[config.mk]
export PLATFORM = sky130hd
export DESIGN_NAME = turbo_qpp_addr_gen_flat
export DESIGN_NICKNAME = d
export VERILOG_FILES = /design/src/rtl/turbo_qpp_addr_gen_if.sv /design/src/rtl/turbo_qpp_addr_gen.sv /design/src/flat_wrapper.sv
export SDC_FILE = /design/constraint.sdc
export NUM_CORES = 2
export LEC_CHECK = 0
export ABC_AREA = 1
export BUFFER_PORTS_ARGS = -buffer_cell sky130_fd_sc_hd__buf_2
export CORE_AREA = 5 5 307 309
export DETAILED_ROUTE_END_ITERATION = 16
export DIE_AREA = 0 0 312 314
export GPL_TIMING_DRIVEN = 0
export SLEW_MARGIN = 0
export SYNTH_ARGS = -nofsm -noshare
export SYNTH_HDL_FRONTEND = slang
export SYNTH_SLANG_ARGS = --single-unit
[constraint.sdc]
create_clock -name clk -period 5.15 [get_ports clk]
set_input_delay 1.03 -clock clk [delete_from_list [all_inputs] [get_ports clk]]
set_output_delay 1.03 -clock clk [all_outputs]
set_load 0.005 [all_outputs]
[src/rtl/turbo_qpp_addr_gen_if.sv]
// Bus bundle for the turbo QPP address generator: sweep control and
// configuration flowing in, per-lane natural/interleaved addresses out.
interface turbo_qpp_addr_gen_if #(
  parameter int P  = 8,
  parameter int AW = 13
);
  // Sweep control
  logic            start;
  logic            en;
  logic            decMode;

  // Block configuration, captured on start
  logic [AW-1:0]   blockSize;
  logic [AW-1:0]   winLen;
  logic [P*AW-1:0] pi_init;
  logic [P*AW-1:0] g_init;
  logic [AW-1:0]   d_step;

  // Per-lane address outputs and status
  logic [P*AW-1:0] addr_nat;
  logic [P*AW-1:0] addr_int;
  logic [P*AW-1:0] addr_sel;
  logic            valid;
  logic            last;
  logic            busy;
  logic            done;

  // Side that drives the sweep (decoder controller, testbench)
  modport master (
    output start, en, decMode, blockSize, winLen, pi_init, g_init, d_step,
    input  addr_nat, addr_int, addr_sel, valid, last, busy, done
  );

  // Side that generates addresses (this block)
  modport slave (
    input  start, en, decMode, blockSize, winLen, pi_init, g_init, d_step,
    output addr_nat, addr_int, addr_sel, valid, last, busy, done
  );
endinterface

[src/rtl/turbo_qpp_addr_gen.sv]
// Parallel QPP interleaver address generator for a windowed turbo decoder.
// P lanes each sweep one window of length M. Lane w walks natural addresses
// w*M + i and interleaved addresses pi(w*M + i). The interleaved sequence
// uses the QPP second-difference recurrence, so the datapath only needs
// modular adders:
//   pi(x+1) = pi(x) + g(x)   mod K
//   g(x+1)  = g(x) + 2*f2    mod K
module turbo_qpp_addr_gen #(
  parameter int P  = 8,
  parameter int AW = 13
) (
  input logic                 clk,
  input logic                 reset,
  turbo_qpp_addr_gen_if.slave bus
);

  // Sweep control states; reset lands in IDLE
  localparam logic [1:0] ST_IDLE = 2'd0;
  localparam logic [1:0] ST_RUN  = 2'd1;
  localparam logic [1:0] ST_DONE = 2'd2;

  logic [1:0]    state_q;
  logic [1:0]    state_d;

  // Latched configuration: block length K, window length M, 2*f2 mod K
  logic [AW-1:0] k_q;
  logic [AW-1:0] m_q;
  logic [AW-1:0] d_q;

  // Position within the window, shared by all lanes
  logic [AW-1:0] i_q;

  // Per-lane recurrence state. nat_q starts at the lane base w*M and
  // steps alongside i, so it always equals w*M + i.
  logic [AW-1:0] nat_q [P];
  logic [AW-1:0] pi_q  [P];
  logic [AW-1:0] g_q   [P];

  // Lane bases w*M for the load, built from winLen by chained addition
  logic [AW-1:0] base_load [P];

  logic          at_end;
  logic          valid;
  logic          last;
  logic          advance;

  logic [P*AW-1:0] nat_pk;
  logic [P*AW-1:0] int_pk;

  // Modular add of two residues already below k: one conditional subtract.
  // The sum is kept one bit wider so a carry out of AW bits is not lost.
  function automatic logic [AW-1:0] mod_add(input logic [AW-1:0] a,
                                            input logic [AW-1:0] b,
                                            input logic [AW-1:0] k);
    logic [AW:0] sum;
    sum = {1'b0, a} + {1'b0, b};
    if (sum >= {1'b0, k}) begin
      sum = sum - {1'b0, k};
    end
    return sum[AW-1:0];
  endfunction

  // Handshake: addresses are consumed whenever we are running and enabled
  assign at_end  = (i_q == (m_q - AW'(1)));
  assign valid   = (state_q == ST_RUN) && bus.en;
  assign last    = valid && at_end;
  assign advance = valid && !at_end;

  // Lane bases 0, M, 2M, ... as a running sum, avoiding a multiplier
  always_comb begin
    logic [AW-1:0] acc;
    acc = '0;
    for (int w = 0; w < P; w++) begin
      base_load[w] = acc;
      acc          = acc + bus.winLen;
    end
  end

  // Next-state logic; start wins from every state, including a last cycle
  always_comb begin
    // NOTE: default first so every path assigns state_d and no latch is inferred.
    state_d = state_q;
    if (bus.start) begin
      state_d = ST_RUN;
    end else begin
      case (state_q)
        ST_RUN:  if (last) state_d = ST_DONE;
        ST_DONE: state_d = ST_IDLE;
        default: state_d = ST_IDLE;
      endcase
    end
  end

  // State register
  always_ff @(posedge clk or negedge reset) begin
    // NOTE: non-blocking assignments so every flop samples pre-edge values.
    if (!reset) begin
      state_q <= ST_IDLE;
    end else begin
      state_q <= state_d;
    end
  end

  // Capture K, M and the second difference at the start of each sweep
  always_ff @(posedge clk or negedge reset) begin
    if (!reset) begin
      k_q <= '0;
      m_q <= '0;
      d_q <= '0;
    end else if (bus.start) begin
      k_q <= bus.blockSize;
      m_q <= bus.winLen;
      d_q <= bus.d_step;
    end
  end

  // Window position: cleared on start, steps on every non-final valid
  always_ff @(posedge clk or negedge reset) begin
    if (!reset) begin
      i_q <= '0;
    end else if (bus.start) begin
      i_q <= '0;
    end else if (advance) begin
      i_q <= i_q + AW'(1);
    end
  end

  // Lane recurrences: load initial values on start, step together on advance
  always_ff @(posedge clk or negedge reset) begin
    if (!reset) begin
      // NOTE: these arrays are a handful of flops per lane, not a RAM, so they
      // take the async reset like any other register.
      for (int w = 0; w < P; w++) begin
        nat_q[w] <= '0;
        pi_q[w]  <= '0;
        g_q[w]   <= '0;
      end
    end else if (bus.start) begin
      for (int w = 0; w < P; w++) begin
        nat_q[w] <= base_load[w];
        pi_q[w]  <= bus.pi_init[w*AW +: AW];
        g_q[w]   <= bus.g_init[w*AW +: AW];
      end
    end else if (advance) begin
      for (int w = 0; w < P; w++) begin
        nat_q[w] <= nat_q[w] + AW'(1);
        pi_q[w]  <= mod_add(pi_q[w], g_q[w], k_q);
        g_q[w]   <= mod_add(g_q[w], d_q, k_q);
      end
    end
  end

  // Pack lane registers onto the flat output buses
  always_comb begin
    nat_pk = '0;
    int_pk = '0;
    for (int w = 0; w < P; w++) begin
      nat_pk[w*AW +: AW] = nat_q[w];
      int_pk[w*AW +: AW] = pi_q[w];
    end
  end

  assign bus.addr_nat = nat_pk;
  assign bus.addr_int = int_pk;
  // Order selection is a pure mux so a mode flip shows up in the same cycle
  assign bus.addr_sel = bus.decMode ? int_pk : nat_pk;
  assign bus.valid    = valid;
  assign bus.last     = last;
  assign bus.busy     = (state_q == ST_RUN) || (state_q == ST_DONE);
  assign bus.done     = (state_q == ST_DONE);

endmodule
[src/flat_wrapper.sv]
// flat-port wrapper written by rule: the top's interface ports become plain ports
module turbo_qpp_addr_gen_flat 
#(
  parameter int P  = 8,
  parameter int AW = 13
)
  (clk, reset, bus_start, bus_en, bus_decMode, bus_blockSize, bus_winLen, bus_pi_init, bus_g_init, bus_d_step, bus_addr_nat, bus_addr_int, bus_addr_sel, bus_valid, bus_last, bus_busy, bus_done);
  turbo_qpp_addr_gen_if #(.P(P), .AW(AW)) bus_i ();
  input logic clk;
  input logic reset;
  input wire logic [$bits(bus_i.start)-1:0] bus_start;
  input wire logic [$bits(bus_i.en)-1:0] bus_en;
  input wire logic [$bits(bus_i.decMode)-1:0] bus_decMode;
  input wire logic [$bits(bus_i.blockSize)-1:0] bus_blockSize;
  input wire logic [$bits(bus_i.winLen)-1:0] bus_winLen;
  input wire logic [$bits(bus_i.pi_init)-1:0] bus_pi_init;
  input wire logic [$bits(bus_i.g_init)-1:0] bus_g_init;
  input wire logic [$bits(bus_i.d_step)-1:0] bus_d_step;
  output wire logic [$bits(bus_i.addr_nat)-1:0] bus_addr_nat;
  output wire logic [$bits(bus_i.addr_int)-1:0] bus_addr_int;
  output wire logic [$bits(bus_i.addr_sel)-1:0] bus_addr_sel;
  output wire logic [$bits(bus_i.valid)-1:0] bus_valid;
  output wire logic [$bits(bus_i.last)-1:0] bus_last;
  output wire logic [$bits(bus_i.busy)-1:0] bus_busy;
  output wire logic [$bits(bus_i.done)-1:0] bus_done;
  assign bus_i.start = bus_start;
  assign bus_i.en = bus_en;
  assign bus_i.decMode = bus_decMode;
  assign bus_i.blockSize = bus_blockSize;
  assign bus_i.winLen = bus_winLen;
  assign bus_i.pi_init = bus_pi_init;
  assign bus_i.g_init = bus_g_init;
  assign bus_i.d_step = bus_d_step;
  assign bus_addr_nat = bus_i.addr_nat;
  assign bus_addr_int = bus_i.addr_int;
  assign bus_addr_sel = bus_i.addr_sel;
  assign bus_valid = bus_i.valid;
  assign bus_last = bus_i.last;
  assign bus_busy = bus_i.busy;
  assign bus_done = bus_i.done;
  turbo_qpp_addr_gen #(.P(P), .AW(AW)) u_core (.clk(clk), .reset(reset), .bus(bus_i));
endmodule
==> flow_summary.ini <==
[clocking]
clock_latency_ns = 0.65
cts.reportedPaths.clkPinSlew_ns = 0.06
cts_tree = done
htreeDepth = 2
clock_path_buffers = 3
cts-root-buf = clkbuf_16
cts.sinks = 366
cts-buffers-inserted = 50

[route]
wl_met2_um = 91000
totalWireLength_um = 216000
avgRoutedWirePerCell_um = 27.7
drt_first_iter_violations = 5781
routed_via_density = 6.04
wl_met1_um = 86400
met3WireLength_um = 24100
drtPass1Iterations = 9
antenna_left = 0
routed.top_layer = met5
vias = 47100
drc = 0

[cells_and_area]
final_cell_count_no_fill = 7799
design_area_um2 = 48300
utilization_pct = 53.0
fin_nets = 7342
drive_gt1_share_pct = 15.3
area_growth_pct = 18.6
mostFrequentLayoutCell = nand2_1
final_cell_mix = nand2_1, buf_2, inv_1

[global_routing]
globalRouteTotalUtil_pct = 41.7
grt_start_max_net_pins = 105
first_global_vias = 42800
grt-ovfl-total = 0
grt_pass1_wl_um = 300000
antenna_found_initial = 18

[synth]
yosysSeqAreaShare_pct = 22.5
ys_ff_latch = 366
synth-edff-count = 0
synth_area_per_cell_um2 = 6.90
synth_ff_type = dfrtp_1
synth.net_count = 6668
synthesis.area_um2 = 40700
synth_async_sr_flop_share_pct = 100
yosysWarnings = 0
synthCells = 5897
synth_cell_types = 61

[floorplan]
ioPinCount = 568
start_util_pct = 44.7
dieArea_um2 = 98000
die_w_um = 312
rows = 111
coreArea_um2 = 91100
die_y_um = 314

[status]
status = finished, violations left
failed_checks = max-capacitance violations, max-slew violations, negative setup slack

[sta]
worst_slew_pin_slew_ns = 1.58
slew_headroom_pct = -5.35
timing.final.ws_setup_ns = -0.608
fin_skew_ns = 0.0467
hold_viol = 0
rsz0062_at_grt = true
slew_viol_final = 72
final.period_utilization_pct = 112
maxClockFrequency_mhz = 174
setup_tns_ns = -1.64
finalSetupViolations = 4
finalCriticalPeriod_ns = 5.76

[hold_path]
holdCritPathClass = input pin to async pin

[placement]
placed_area_um2 = 45500
hpwl_um = 165000
dp.cells = 7660
gp_congestion = 1.01
port_buffers = 565

[worst_setup_path]
critPathSlowestCell = fa_2
critPathArrivalTime_ns = 6.27
crit_fanout = 6
crit_path_start_kind = input pin
slowest_delay_ns = 0.42
cp.required_ns = 5.66
path_class = input pin to flop
end_kind = flop

[run]
cap_violations = 9
==> layer usage <==
metal	vias up	track usage, %
met3	590	9.45
met4	8	22.2
met1	22400	55.4
met5	-	0
met2	2796	63.4
li1	21300	-
==> Yosys cell counts, drive strengths merged (4+ instances only) <==
library cell     n  area [um2]
nand2         1409        5310
clkbuf          92         345
xnor2          138        1210
o31ai            6        45.0
ha             483        6040
buf             89         467
o21ai          677        3400
nor2           367        1420
xor2           289        2540
o21a            15         113
a211o            7        61.3
a31o             6        52.6
a21o            39         293
o211ai         123         923
nor4             7        43.8
a21boi          15         113
o21bai          21         158
o22ai           10        62.6
mux2             8        90.1
a211oi          21         158
or2             29         181
nor3           111         561
fa              36         721
a21oi          477        2390
nand4           30         200
nand3b           4        30.0
dfrtp          366        9160
o221ai          26         228
a31oi           50         313
o2111ai         20         175
nand3          257        1310
inv            648        2430
==> cell type report <==
type	count	area (um2)
well taps	1186	1480
clock buffers	62	1380
clock inverters	25	290
flip-flops and latches	366	9170
multi-input cells	4701	29200
inverters	649	2450
repair buffers	622	3510
plain buffers	181	822
diodes	7	17.5
fillers	9226	42800
==> registers in the layout, summed over array words and instances (netlist names) <==
name / flops
u_core.g_q: 104
u_core.state_q: 2
u_core.k_q: 13
u_core.d_q: 13
u_core.bus.addr_nat: 104
u_core.i_q: 13
u_core.m_q: 13
u_core.bus.addr_int: 104
==> final timing paths <==
path / startpoint / end / slack (ns) / depth (start not counted)
max: bus_winLen[1] / u_core.bus.addr_nat[103]$_DFFE_PN0P_ / -0.61 / 36
min: reset / u_core.bus.addr_int[74]$_DFFE_PN0P_ / 0.41 / 2
max reg2reg: u_core.d_q[7]$_DFFE_PN0P_ / u_core.g_q[19]$_DFFE_PN0P_ / 0.21 / 22
min reg2reg: u_core.m_q[12]$_DFFE_PN0P_ / u_core.m_q[12]$_DFFE_PN0P_ / 0.50 / 2
max in group asynchronous: reset / u_core.g_q[96]$_DFFE_PN0P_ / 3.36 / 4
min in group clk: u_core.m_q[12]$_DFFE_PN0P_ / u_core.m_q[12]$_DFFE_PN0P_ / 0.50 / 2
==> stage by stage <==
stage	setup slack, ns	hold WS, ns
4_1_cts	-0.520	0.440
3_3_place_gp	-5.09	0.474
2_1_floorplan	-0.527	0.461
6_report	-0.608	0.413
5_1_grt	-0.848	0.467
3_5_place_dp	-1.97	0.485
==> cells by family after synthesis <==
logic type	Yosys count	synth area share, %
fa+ha+maj	519	16.6
mux	9	0.246
simple gates	2218	22.3
compound gates	1528	21.1
xor+xnor	427	9.20
flops	366	22.5
buf+inv	830	7.98
==> what timing repair did <==
| item | CTS | global route |
|---|---|---|
| pin swaps | 47 | 51 |
| gates resized for setup | 81 | 66 |
| setup endpoints to repair | 12 | 97 |
| setup buffers | 31 | 15 |
| hold buffers | 0 | 0 |
==> worst max-delay path: cells and delay by family <==
family,cells,cell delay (ns)
adders and majority gates,6,1.69
and+or+nand+nor,14,1.28
xor gates and xnor gates,5,0.93
AOI/OAI and AO/OA,5,0.76
buffers and inverters,6,0.54
Power is left out: the tool's default activity adds up to more than one toggle a clock period on the data nets, which glitch-free logic cannot reach.
